[config.mk]
export PLATFORM = sky130hd
export DESIGN_NAME = gate_sweep_ctrl
export DESIGN_NICKNAME = d
export VERILOG_FILES = /design/src/rtl/gate_sweep_ctrl.sv
export SDC_FILE = /design/constraint.sdc
export NUM_CORES = 1
export LEC_CHECK = 0
export ABC_AREA = 1
export BUFFER_PORTS_ARGS = -buffer_cell sky130_fd_sc_hd__buf_2
export CORE_ASPECT_RATIO = 1.1
export CORE_MARGIN = 8
export CORE_UTILIZATION = 59
export DETAILED_ROUTE_END_ITERATION = 16
export PLACE_DENSITY = 0.85
export SLEW_MARGIN = 25
export SYNTH_ARGS = -nofsm -noshare
export SYNTH_HDL_FRONTEND = slang
export SYNTH_SLANG_ARGS = --single-unit
[constraint.sdc]
create_clock -name clk -period 4.3 [get_ports clk]
set_input_delay 0.215 -clock clk [delete_from_list [all_inputs] [get_ports clk]]
set_output_delay 0.215 -clock clk [all_outputs]
set_load 0.02 [all_outputs]
[src/rtl/gate_sweep_ctrl.sv]
// rtl/gate_sweep_ctrl.sv - exhaustive 4-vector sweep sequencer and checker for a 2-input gate under test
module gate_sweep_ctrl #(
    parameter int SETTLE_CYCLES = 2,
    parameter int PASSES        = 1,
    localparam int ERR_W        = $clog2(4 * PASSES + 1)
) (
    input  logic             clk,
    input  logic             rst_n,
    input  logic             start,
    input  logic             abort,
    input  logic [2:0]       func_sel,
    input  logic             gut_out,
    output logic             drv_a,
    output logic             drv_b,
    output logic             busy,
    output logic             done,
    output logic             pass,
    output logic [ERR_W-1:0] err_count,
    output logic [3:0]       fail_vec
);

    localparam int CNT_W = (SETTLE_CYCLES > 1) ? $clog2(SETTLE_CYCLES) : 1;
    localparam int PC_W  = (PASSES > 1) ? $clog2(PASSES) : 1;
    localparam logic [CNT_W-1:0] CNT_RELOAD = CNT_W'(SETTLE_CYCLES - 1);
    localparam logic [PC_W-1:0]  PC_LAST    = PC_W'(PASSES - 1);

    typedef enum logic [1:0] {
        IDLE   = 2'd0,
        SETTLE = 2'd1,
        SAMPLE = 2'd2,
        DONE   = 2'd3
    } state_t;

    state_t           state;
    state_t           state_next;
    logic [CNT_W-1:0] cnt;
    logic [1:0]       vec;
    logic [1:0]       vec_next;
    logic [PC_W-1:0]  pass_cnt;
    logic [2:0]       func_lat;
    logic [3:0]       exp_tt;
    logic             mismatch;
    logic [ERR_W-1:0] err_next;

    logic             accept;
    logic             next_vec;
    logic             next_pass;
    logic             sample_en;

    // Expected output for each vector, indexed by {a,b}; bit v is the response to vector v.
    function automatic logic [3:0] truth_table(input logic [2:0] f);
        logic [3:0] tt;
        case (f)
            3'd0:    tt = 4'b0001; // NOR
            3'd1:    tt = 4'b0111; // NAND
            3'd2:    tt = 4'b1000; // AND
            3'd3:    tt = 4'b1110; // OR
            3'd4:    tt = 4'b0110; // XOR
            3'd5:    tt = 4'b1001; // XNOR
            3'd6:    tt = 4'b0011; // NOT A
            default: tt = 4'b1100; // BUF A
        endcase
        return tt;
    endfunction

    assign exp_tt   = truth_table(func_lat);
    // Case inequality so a floating or unknown gate output counts as a failure.
    assign mismatch = (gut_out !== exp_tt[vec]);
    assign err_next = err_count + ERR_W'(mismatch);

    // State register.
    always_ff @(posedge clk or negedge rst_n) begin
        if (!rst_n) begin
            state <= IDLE;
        end else begin
            state <= state_next;
        end
    end

    // Next-state decode and sweep control strobes.
    always_comb begin
        state_next = state;
        accept     = 1'b0;
        next_vec   = 1'b0;
        next_pass  = 1'b0;
        sample_en  = 1'b0;
        vec_next   = vec;
        busy       = 1'b0;
        done       = 1'b0;
        case (state)
            IDLE: begin
                if (start && !abort) begin
                    accept     = 1'b1;
                    vec_next   = 2'd0;
                    state_next = SETTLE;
                end
            end
            SETTLE: begin
                busy = 1'b1;
                if (abort) begin
                    state_next = IDLE;
                end else if (cnt == '0) begin
                    state_next = SAMPLE;
                end
            end
            SAMPLE: begin
                busy = 1'b1;
                if (abort) begin
                    state_next = IDLE;
                end else begin
                    sample_en = 1'b1;
                    if (vec != 2'd3) begin
                        next_vec   = 1'b1;
                        vec_next   = vec + 2'd1;
                        state_next = SETTLE;
                    end else if (pass_cnt != PC_LAST) begin
                        next_pass  = 1'b1;
                        vec_next   = 2'd0;
                        state_next = SETTLE;
                    end else begin
                        state_next = DONE;
                    end
                end
            end
            DONE: begin
                done       = 1'b1;
                state_next = IDLE;
            end
            default: begin
                state_next = IDLE;
            end
        endcase
    end

    // Settle timer: reloaded whenever a new vector is applied, counts down while settling.
    always_ff @(posedge clk or negedge rst_n) begin
        if (!rst_n) begin
            cnt <= '0;
        end else if (accept || next_vec || next_pass) begin
            cnt <= CNT_RELOAD;
        end else if (state == SETTLE && cnt != '0) begin
            cnt <= cnt - CNT_W'(1);
        end
    end

    // Vector index, pass counter and latched function select.
    always_ff @(posedge clk or negedge rst_n) begin
        if (!rst_n) begin
            vec      <= 2'd0;
            pass_cnt <= '0;
            func_lat <= 3'd0;
        end else begin
            vec <= vec_next;
            if (accept) begin
                pass_cnt <= '0;
                func_lat <= func_sel;
            end else if (next_pass) begin
                pass_cnt <= pass_cnt + PC_W'(1);
            end
        end
    end

    // Result accumulation; an aborted sample never reaches here because sample_en stays low.
    always_ff @(posedge clk or negedge rst_n) begin
        if (!rst_n) begin
            err_count <= '0;
            fail_vec  <= 4'd0;
            pass      <= 1'b0;
        end else if (accept) begin
            err_count <= '0;
            fail_vec  <= 4'd0;
            pass      <= 1'b0;
        end else if (sample_en) begin
            if (mismatch) begin
                err_count     <= err_next;
                fail_vec[vec] <= 1'b1;
            end
            if (state_next == DONE) begin
                pass <= (err_next == '0);
            end
        end
    end

    // Registered gate drive: follows the vector being applied, parked at 00 otherwise.
    always_ff @(posedge clk or negedge rst_n) begin
        if (!rst_n) begin
            drv_a <= 1'b0;
            drv_b <= 1'b0;
        end else if (state_next == SETTLE || state_next == SAMPLE) begin
            drv_a <= vec_next[1];
            drv_b <= vec_next[0];
        end else begin
            drv_a <= 1'b0;
            drv_b <= 1'b0;
        end
    end

endmodule

---- After elaboration in Yosys (flattened, before gate mapping) ----
Index checks and enable logic that the tools add are counted.
word-level totals
  register bits ........................... 19
  input bits .............................. 8
  output and inout port bits .............. 12
  logic and storage cells ................. 94
cells by class
  add/sub/neg operators ................... 4
  order comparisons ....................... 2
  equality and inequality tests ........... 14
  mux-type cells .......................... 45
  bitwise operators ....................... 1
  reduce and logical (&&, ||, !) cells .... 18
operators by type and width
  kind                 number
  $pmux 4 s7           1
  $mux 1               24
  $mux 2               10
  $mux 4               3
  $reduce_bool 2->1    5
  $eq 3x3->1 const B   3
  $mux 3               3
  $eq 2x2->1 const B   4
  $pmux 2 s4           1
  $eq 3x2->1 const B   2
  $logic_not 3->1      2
  $eq 2x1->1 const B   2
  $or 4x4->4           1
  $pmux 2 s2           1
  $reduce_and 2->1     2
  $add 3x1->3          1
  $eq 3x1->1 const B   1
  $logic_and 1x1->1    3
  $logic_or 1x1->1     3
  $lt 2x3->1 const B   1
  $add 2x1->2 const B  1
  $bmux 1 s2           1
  $demux 1 s2          1
  $ge 2x1->1 const B   1
  other kinds (7)      7

---- Depth between registers and ports, before layout ----
Gate-level depths: netlist of run 1.
  depth in word-level cells ............... 10
  gate-level depth with buffers ........... 15
  depth with buffers taken out ............ 15

---- Worst setup path after synthesis of run 1 ----
OpenSTA, ideal clock, no wires.
  path type ............................... register to register
  start ................................... register state[0]
  end ..................................... register drv_b
  library setup time ...................... 94 ps
  arrival ................................. 1784 ps
  data required time ...................... 4206 ps
  slack ................................... 2422 ps
  stages on the path, launching flop included .. 12
  buffers on the path ..................... 1
  period minus slack after synthesis ...... 1878 ps
  cells stage by stage .................... dfrtp_1 inv_1 ha_1 inv_2 nor2_4 inv_4 buf_6 nand2_1 o21ai_1 ha_1 inv_1 a211oi_1
between the ends
  elaborated cells on any way between the ends .. 13
RTL lines
  item                                      line  RTL
  start: declaration                        34    state_t state;
  start signal: assignment                  76    state <= state_next;
  $eq 2x2->1, or another cell as far along  90    case (state)
  $pmux 2 s4 (*)                            90
  via state_next[1]                         35    state_t state_next;
  $eq 2x1->1 or $eq 2x2->1 (tied branches)  189   end else if (state_next == SETTLE || state_next == SAMPLE) begin
  $logic_or 1x1->1 (*)                      189
  $mux 1 (*)                                189
  end signal: assignment                    191   drv_b <= vec_next[0];
  end: declaration                          14    output logic drv_b,
The timed path passes the listed nets; every way through them passes the cells marked *.
A chain may end at the register's enable or synchronous reset.

---- Worst setup path in the final report of run 1 ----
  start ................................... register vec[0]
  end ..................................... register err_count[2]
between the ends
  longest elaborated chain between the ends .. 7
  elaborated cells on any way between the ends .. 9
RTL lines
  item                              line  RTL
  start: declaration                37    logic [1:0] vec;
  start signal: assignment          153   vec <= vec_next;
  $bmux 1 s2 (*)                    68    assign mismatch = (gut_out !== exp_tt[vec]);
  $mux 1 (not written as such) (*)  68
  $nex 1x1->1 (*)                   68
  $add 3x1->3                       69    assign err_next = err_count + ERR_W'(mismatch);
  $mux 3                            174   if (mismatch) begin
  $mux 3                            173   end else if (sample_en) begin
  $mux 3                            169   end else if (accept) begin
  end signal: assignment            175   err_count <= err_next;
  end: declaration                  18    output logic [ERR_W-1:0] err_count,
Every way passes the cells marked *; elsewhere a longest branch is shown, timed or not. The select of a mux whose other input is x is not followed.

==> results.ini, run 1 <==
[detailed_routing]
first_pass_iters=4
finalWirelength_mm=2.57
drt_iter0_drc=25
top_layer=met4
antenna_left=0
met2_length_mm=1.30
drc=0
wl_met1_mm=1.12
detail_route.wl_per_cell_um=12.7
num_vias=1044
dr_wl_met3_um=90
via_per_inst=5.14

[cts]
cts_buffers=3
cts.sinks=19
clock_latency_ns=0.30
cts-root-buf=clkbuf_4
cts_tree=yes
clock_path_buffers=2
clk_pin_slew_ns=0.11
h-tree-depth=1
cts_setup_buffers=0

[placement]
gp_congestion=0.824
placed_cells=198
port_buffers=19
hpwl_mm=2.07

[finish]
layout_commonest_cell=nand2_1
final_cell_mix=nand2_1 (30), dfrtp_1 (19), buf_2 (19)
layoutNonFillerInstCount=203
finish.utilization_pct=69.9
finalNetCount=195
diodes=0
drive_above_1_share_pct=28.0
area_delta_synth_final_pct=12.4

[sta]
max_freq_ghz=0.478
skew_ns=0.00437
setup-violations-final=0
slew_headroom_pct=71.2
period_share_pct=48.7
hold_slack_ns=0.128
hold_violations=0
fin_tns_setup_ns=0
worstMarginPinSlew_ns=0.432
min_period_ns=2.09
final-max-slew-violation-count=0
rsz0062_at_grt=false

[critical_path]
cp_cell_sequence=inv_2, nand2_2, nor2_2, nor2_4, nand2_4, nand2_4, nand2_4, nand2_1, ha_1, ha_1, xnor2_1, nor2_1, nand3_1, nand2_1
critPathRequiredTime_ns=4.51
slowest_stage=dfrtp_1
arrival_ns=2.30
reg2reg_from=vec[0]$_DFF_PN0_
r2r-end=err_count[2]$_DFFE_PN0P_
reg2reg_setup_slack_ns=2.21
cpPeakStageDelay_ns=0.49
worstSetupStartpointType=register
critPathTopFamily=simple AND/OR/NAND/NOR gates
criticalPathCategory=register to register
critPathMaxFanout=8
cp_num_buf_inv=1
ff2ff_path_depth=14
cpMostUsedCell=nand2_4
endpoint_kind=register

[synthesis]
post_synth.cell_area_avg_um2=8.26
ys_types=23
synth_warnings=0
synth_top_area_share_pct=37.8
synth.cell_area_um2=1260
synthesis.nets=171
syn_inst=152
ys_ff_latch=19
synthTopCellsByArea=dfrtp_1 (38%), ha_1 (11%), nand2_1 (9.0%), nand3_1 (6.0%), inv_1 (4.8%)
synth_seq_area_share_pct=37.8
synth_top_area_cell=dfrtp_1

[grt]
grt_max_degree=20
antenna_found_initial=0
grt_pass1_wl_mm=4.44
grt_pass1_vias=1090
overflow=0
track_usage_pct=14.5

[die]
placeableCoreArea_um2=2020
fp.dieH_um=64.4
ioPinCount=20
dieArea_um2=3860
row_count=17
start_util_pct=62.2
die_w_um=60.0

[power]
power_density_nw_per_um2=616
peakVddDrop_v=0.000376
p_total_w=0.000871
p_leak_nw=0.800

[job]
maxCapViolCount=0

[hold_path]
hold-path-endpoint=func_lat[0]$_DFFE_PN0P_
min_path_cells=3
hp-class=input pin to register
worstHoldStart=func_sel[0]

[run_status]
status=completed

state kept, by name, summed over array words and instances (netlist names):
| name | cells |
|---|---|
| pass_cnt | 1 |
| state | 2 |
| drv_a | 1 |
| func_lat | 3 |
| pass | 1 |
| fail_vec | 4 |
| err_count | 3 |
| cnt | 1 |
| vec | 2 |
| drv_b | 1 |
layer usage:
metal  vias to the layer above  GRT usage (%)
met2                        21           24.3
met5                         -              0
met1                       484           16.7
li1                        532              -
met4                         0           8.36
met3                         7           2.60
worst max path at each step:
stage	start	to	slack, ns	depth (start not counted)
floorplan	state[0]$_DFF_PN0_	drv_b$_DFF_PN0_	2.42	11
global placement	vec[0]$_DFF_PN0_	err_count[2]$_DFFE_PN0P_	2.24	14
detailed placement	vec[0]$_DFF_PN0_	err_count[2]$_DFFE_PN0P_	2.23	14
CTS	vec[0]$_DFF_PN0_	err_count[2]$_DFFE_PN0P_	2.22	14
global route	vec[0]$_DFF_PN0_	err_count[2]$_DFFE_PN0P_	2.05	15
finish	vec[0]$_DFF_PN0_	err_count[2]$_DFFE_PN0P_	2.21	14
report_power, final:
part / internal, W / switching (W) / leakage (nW)
Combinational: 0.000177 / 0.000335 / 0.528
Sequential: 0.000227 / 0.0000387 / 0.254
Clock: 0.0000347 / 0.0000579 / 0.0177
stage by stage:
| stage | worst slack, ns | area, um^2 |
|---|---|---|
| final | 2.21 | 1410 |
| after global routing | 2.05 | 1410 |
| after CTS | 2.22 | 1410 |
| after detailed placement | 2.23 | 1380 |
| after global placement | 2.24 | 1380 |
| after floorplan | 2.42 | 1260 |
layout make-up:
cell class,count,area (um^2)
clock buffers,3,22.5
clock inverters,1,5.00
inverters,25,96.3
repair buffers,20,105
flip-flops and latches,19,475
fillers,177,608
multi-input cells,107,673
well taps,28,35.0
cell usage after synthesis, drive strengths merged:
| cell type | instances |
|---|---|
| nand2 | 38 |
| inv | 25 |
| dfrtp | 19 |
| nand3 | 19 |
| nor2 | 15 |
| o21ai | 13 |
| ha | 11 |
| a21oi | 6 |
| o31ai | 2 |
| a211oi | 1 |
| buf | 1 |
| o22ai | 1 |
| xnor2 | 1 |
worst register-to-register path, delay by kind of cell (launching register included):
kind | cells | cell delay, ns
and+or+nand+nor | 10 | 0.76
DFF | 1 | 0.49
adders and majority gates | 2 | 0.38
xor gates and xnor gates | 1 | 0.23
buffers and inverters | 1 | 0.16
cells by family (layout without fill, tap and decap cells):
| kind of cell | count (synthesis) | count (layout) | synth area share, % |
|---|---|---|---|
| DFF | 19 | 19 | 37.8 |
| AOI/OAI and AO/OA | 23 | 23 | 10.2 |
| and+or+nand+nor | 72 | 72 | 31.8 |
| adders and majority gates | 11 | 11 | 11.0 |
| xor gates and xnor gates | 1 | 1 | 0.697 |
| buffers and inverters | 26 | 49 | 8.57 |
timing repair:
action | 4_1_cts | 5_1_grt
endpoints found under the hold margin | 19 | 0
gates resized for setup | 0 | 0
hold buffers | 1 | 0
Power figures use the tool's default switching activity.
==> inputs of run 2 (changes only) <==
- CORE_UTILIZATION: 59 -> 55
- PLACE_DENSITY: 0.85 -> 0.8
- clock period: 4.3 -> 2.1 ns (I/O delays scaled with it)
==> run 2 against run 1 <==
  * Core utilization down 3.2 points
  * Sequential share of layout area down 1.3 points
  * Clock skew down 0.0023 ns
  * Flip-flop and latch count unchanged
==> results.ini, run 2 (same netlist as run 1, synthesis figures left out) <==
[die]
ioPinCount=20  ; unchanged
die_w_um=61.6  ; +2.6%
fp.dieH_um=66.1  ; +2.7%
dieArea_um2=4070  ; +5.4%
start_util_pct=56.9  ; -5.3 points
row_count=18  ; +1
placeableCoreArea_um2=2210  ; +9.2%

[power]
combPwrFrac_pct=60.1  ; +1.3 points
p_leak_nw=0.826  ; +3.3%
switchingPower_w=0.000895  ; +110%
peakVddDrop_v=0.000863  ; +130%
power.internal_w=0.000945  ; +120%
switching_share_pct=48.6  ; -0.89 points
power_density_nw_per_um2=1250  ; +100%
sequentialPowerShare_pct=29.7  ; -0.9 points
pwr-share-clk_pct=10.2  ; -0.4 points

[sta]
worstMarginPinSlew_ns=0.424  ; -0.00798 ns
slew_headroom_pct=71.8  ; +0.53 points
setup-violations-final=0  ; unchanged
setup_ws_ns=0.144  ; -2.06 ns
period_share_pct=93.1  ; +44 points
min_period_ns=1.96  ; -0.137 ns
final-max-slew-violation-count=0  ; unchanged
hold_violations=0  ; unchanged
fin_tns_setup_ns=0  ; unchanged
max_freq_ghz=0.511  ; +7.0%
skew_ns=0.00208  ; -0.00229 ns
hold_slack_ns=0.00542  ; -0.123 ns

[grt]
grt_pass1_wl_mm=4.51  ; +1.6%
grt_max_degree=20  ; unchanged
overflow=0  ; unchanged
antenna_found_initial=0  ; unchanged
track_usage_pct=14.3  ; -0.27 points
grt_pass1_vias=1074  ; -1.5%

[critical_path]
cp_cell_sequence=inv_4, nand2_2, nor2_4, nor2_4, nand2_4, nand2_4, nand2_4, nand2_1, ha_1, ha_1, xnor2_2, nor2_1, nand3_1, nand2_1
cpPeakStageDelay_ns=0.48  ; about the same
reg2reg_from=vec[0]$_DFF_PN0_
cpMostUsedCell=nand2_4
crit_start=vec[0]$_DFF_PN0_
arrival_ns=2.16  ; -0.14 ns
worstSetupStartpointType=register
critPathTopFamily=simple AND/OR/NAND/NOR gates
slowest_stage=dfrtp_2
criticalPathCategory=register to register
endpoint_kind=register
critPathMaxFanout=7  ; -1
cp_num_buf_inv=1  ; unchanged
critPathRequiredTime_ns=2.30  ; -2.21 ns

[detailed_routing]
num_vias=1059  ; +1.4%
via_per_inst=5.04  ; -1.9%
detail_route.wl_per_cell_um=12.3  ; -3.0%
first_pass_iters=4  ; unchanged
antenna_left=0  ; unchanged
finalWirelength_mm=2.58  ; +0.39%
drt_iter0_drc=8  ; -68%
drc=0  ; unchanged

[run_status]
status=completed

[placement]
port_buffers=19  ; unchanged
gp_congestion=0.895  ; +8.7%
hpwl_mm=2.01  ; -3.0%
post-place-ws_ns=0.0768  ; -2.15 ns

[finish]
nFillCells=202  ; +14%
layout_commonest_cell=nand2_1
largest_register=fail_vec
largest_reg_flops=4  ; unchanged
diodes=0  ; unchanged
drive_above_1_share_pct=31.7  ; +3.7 points
area_delta_synth_final_pct=17.1
reg_top3=fail_vec: 4 flops, err_count: 3 flops, func_lat: 3 flops
finalNetCount=200  ; +2.6%
final_cell_mix=nand2_1 (30), buf_2 (19), dfrtp_1 (18)

[hold_path]
worstHoldStart=func_sel[0]
hp-class=input pin to register

[cts]
cts_buffers=3  ; unchanged
clock_path_buffers=2  ; unchanged
clk_pin_slew_ns=0.11  ; about the same
h-tree-depth=1  ; unchanged
cts.sinks=19  ; unchanged
clock_latency_ns=0.30  ; about the same
cts_tree=yes
cts-root-buf=clkbuf_4

[job]
maxCapViolCount=0  ; unchanged

## run 2: metal layers
layer	vias up	wire length (um)	GRT usage [%]
li1	546	-	-
met5	-	0	0
met2	16	1310	24.5
met4	0	43	5.70
met1	490	1150	16.4
met3	7	85	3.11
## run 2: cell type report
type | count | area [um^2] | area share, %
clock inverters | 1 | 5.00 | 0.340
inverters | 25 | 98.8 | 6.72
multi-input cells | 107 | 688 | 46.8
well taps | 30 | 37.5 | 2.55
clock buffers | 3 | 22.5 | 1.53
flip-flops and latches | 19 | 477 | 32.4
repair buffers | 25 | 143 | 9.69
## run 2: path summary, 6_finish.rpt
check / to / depth (start not counted) / slack [ns]
hold reg to reg: pass_cnt$_DFFE_PN0P_ / 2 / 0.53
max in group asynchronous: vec[0]$_DFF_PN0_ / 2 / 1.52
min in group asynchronous: state[0]$_DFF_PN0_ / 2 / 0.26
hold / removal: func_lat[0]$_DFFE_PN0P_ / 3 / 0.005
setup / recovery: err_count[2]$_DFFE_PN0P_ / 14 / 0.14
setup reg to reg: err_count[2]$_DFFE_PN0P_ / 14 / 0.14
## run 2: per-stage QoR
| stage | utilization [%] | area, um^2 | instances | total power [W] |
|---|---|---|---|---|
| 6_report | 66.7 | 1470 | 210 | 0.00184 |
| 5_1_grt | 66.7 | 1470 | 210 | 0.00202 |
| 4_1_cts | 64.8 | 1430 | 207 | 0.00179 |
| 3_5_place_dp | 63.1 | 1390 | 202 | 0.00160 |
| 3_3_place_gp | 63.1 | 1390 | 202 | 0.00157 |
| 2_1_floorplan | - | 1260 | 152 | 0.00138 |
## run 2: power groups by stage
stage / logic, W / clock network [W] / registers, W
6_report: 0.00111 / 0.000187 / 0.000547
5_1_grt: 0.00125 / 0.000214 / 0.000559
4_1_cts: 0.00106 / 0.000191 / 0.000547
3_5_place_dp: 0.00105 / 0 / 0.000555
3_3_place_gp: 0.00102 / 0 / 0.000550
2_1_floorplan: 0.000800 / 0 / 0.000582
## run 2: worst reg2reg max path, delay by kind of cell (launching register included)
kind,cells,cell delay (ns)
and+or+nand+nor,10,0.73
DFF,1,0.48
buffers and inverters,1,0.10
adders and majority gates,2,0.39
xor gates and xnor gates,1,0.17
## run 2: timing repair
action	4_1_cts	5_1_grt
hold buffers	1	0
resized for setup	0	5
hold endpoints to repair	19	0
setup endpoints to repair	0	3
buffers inserted	0	3
==> inputs of run 3 (changes only) <==
- CORE_UTILIZATION: 55 -> 50
- PLACE_DENSITY: 0.8 -> 0.74
- SKIP_LAST_GASP: not set -> 1
==> run 3 against run 2 <==
  * Cell area grew 0.85%
  * Clock-buffer cell count is 1 higher
  * Core utilization down 6.1 points
  * Non-clock buffer count up 1
  * Critical path type unchanged
==> results.ini, run 3 (same netlist as run 1, synthesis figures left out) <==
[placement]
placed_cells=203  ; +0.50%
post-place-ws_ns=0.0801  ; +0.00326 ns
port_buffers=19  ; unchanged
dpl-instance-area_um2=1390  ; about the same
gp_congestion=0.887  ; -0.89%
hpwl_mm=2.00  ; -0.12%

[sta]
setup-violations-final=0  ; unchanged
min_period_ns=1.95  ; -0.00721 ns
worstMarginPinSlew_ns=0.430  ; +0.00676 ns
hold_violations=0  ; unchanged
setup_ws_ns=0.152  ; +0.00721 ns
max_freq_ghz=0.513  ; +0.37%
period_share_pct=92.8  ; -0.34 points
hold_slack_ns=0.0172  ; +0.0118 ns
slew_headroom_pct=71.3  ; -0.45 points
final-max-slew-violation-count=0  ; unchanged
skew_ns=0.00117  ; -0.000910 ns

[cts]
cts-root-buf=clkbuf_4
clk_pin_slew_ns=0.10  ; about the same
cts_buffers=3  ; unchanged
cts_tree=yes
clock_path_buffers=2  ; unchanged
cts.sinks=19  ; unchanged
clock_latency_ns=0.29  ; about the same
h-tree-depth=1  ; unchanged

[power]
power.internal_w=0.000960  ; +1.7%
peakVddDrop_v=0.000715  ; -17%
combPwrFrac_pct=60.8  ; +0.7 points
switching_share_pct=48.2  ; -0.48 points
power_density_nw_per_um2=1250  ; -0.12%
pwr-share-clk_pct=9.9  ; -0.3 points
switchingPower_w=0.000893  ; -0.25%
p_leak_nw=0.826  ; about the same
sequentialPowerShare_pct=29.4  ; -0.3 points

[finish]
final_cell_mix=nand2_1 (29), buf_2 (19), dfrtp_1 (18)
diodes=0  ; unchanged
largest_register=fail_vec
largest_reg_flops=4  ; unchanged
finalNetCount=201  ; +0.50%
layoutNonFillerInstCount=212  ; +0.95%
area_delta_synth_final_pct=18.1
drive_above_1_share_pct=32.6  ; +0.93 points
layout_commonest_cell=nand2_1
reg_top3=fail_vec: 4 flops, err_count: 3 flops, func_lat: 3 flops
design_area_um2=1480  ; +0.85%

[die]
row_count=19  ; +1
dieArea_um2=4370  ; +7.4%
start_util_pct=51.3  ; -5.6 points
placeableCoreArea_um2=2450  ; +11%
fp.dieH_um=68.6  ; +3.7%
die_w_um=63.8  ; +3.6%
ioPinCount=20  ; unchanged

[grt]
grt_max_degree=20  ; unchanged
track_usage_pct=12.9  ; -1.4 points
grt_pass1_wl_mm=4.56  ; +1.2%
antenna_found_initial=0  ; unchanged
overflow=0  ; unchanged
grt_pass1_vias=1070  ; -0.37%

[critical_path]
worstSetupStartpointType=register
reg2reg_from=vec[0]$_DFF_PN0_
criticalPathCategory=register to register
endpoint_kind=register
cpPeakStageDelay_ns=0.47  ; about the same
critPathMaxFanout=7  ; unchanged
reg2reg_setup_slack_ns=0.15  ; about the same
critPathRequiredTime_ns=2.29  ; about the same
cp_cell_sequence=inv_4, nand2_2, nor2_4, nor2_4, nand2_4, nand2_4, nand2_4, nand2_1, ha_1, ha_1, xnor2_2, nor2_1, nand3_1, nand2_1
cpMostUsedCell=nand2_4
crit_start=vec[0]$_DFF_PN0_
slowest_stage=dfrtp_2
ff2ff_path_depth=14  ; unchanged
arrival_ns=2.14  ; -0.02 ns
r2r-end=err_count[2]$_DFFE_PN0P_

[job]
maxCapViolCount=0  ; unchanged

[detailed_routing]
drc=0  ; unchanged
via_per_inst=5.08  ; +0.65%
num_vias=1076  ; +1.6%
finalWirelength_mm=2.59  ; about the same
drt_iter0_drc=32  ; +24
first_pass_iters=4  ; unchanged
detail_route.wl_per_cell_um=12.2  ; -0.91%
antenna_left=0  ; unchanged

[hold_path]
min_path_cells=3  ; unchanged
hold-path-endpoint=func_lat[1]$_DFFE_PN0P_
hp-class=input pin to register
worstHoldStart=func_sel[1]

[run_status]
status=completed

## run 3: power by group through the flow
stage | clock network, W | registers [W] | logic (W)
after floorplan | 0 | 0.000582 | 0.000800
after global placement | 0 | 0.000551 | 0.00103
after detailed placement | 0 | 0.000551 | 0.00105
after CTS | 0.000195 | 0.000546 | 0.00106
after global routing | 0.000210 | 0.000558 | 0.00126
final | 0.000183 | 0.000544 | 0.00113
## run 3: how the worst max path moves through the flow
stage | endpoint | slack [ns] | cells after the start
after detailed placement | err_count[2]$_DFFE_PN0P_ | 0.08 | 14
after global routing | err_count[2]$_DFFE_PN0P_ | -0.007 | 14
final | err_count[2]$_DFFE_PN0P_ | 0.15 | 14
after CTS | err_count[2]$_DFFE_PN0P_ | 0.06 | 14
after floorplan | drv_b$_DFF_PN0_ | 0.22 | 11
after global placement | err_count[2]$_DFFE_PN0P_ | 0.18 | 14
## run 3: what timing repair did
action	CTS	global route
gates resized for setup	0	7
setup endpoints to repair	0	3
hold buffers	1	0
hold endpoints to repair	19	0
buffers inserted	0	4
## run 3: area by class of cell
type | count | area (um^2)
multi-input combinational | 107 | 693
timing repair buffer | 26 | 150
inverter | 25 | 98.8
sequential | 19 | 477
clock buffer | 4 | 26.3
fill | 221 | 965
tap | 31 | 38.8
## run 3: stage by stage
step	TNS (ns)	power, W	util (%)
finish	0	0.00185	60.6
global route	-0.0126	0.00203	60.6
CTS	0	0.00180	58.4
detailed placement	0	0.00160	56.9
global placement	0	0.00158	56.9
floorplan	0	0.00138	-
## run 3: critical path: cells and delay by family (launching register included)
kind          cells  cell delay (ns)
simple gates     10             0.69
flops             1             0.47
fa+ha+maj         2             0.39
xor+xnor          1             0.20
buf+inv           1             0.10
## run 3: metal layers
metal	share of wire [%]	wire [um]	global-route usage [%]	vias to the layer above
met3	2.4	62	2.26	2
met4	0.81	21	5.85	0
met5	0	0	0	-
met1	44	1140	14.5	511
li1	-	-	-	547
met2	53	1360	23.6	16
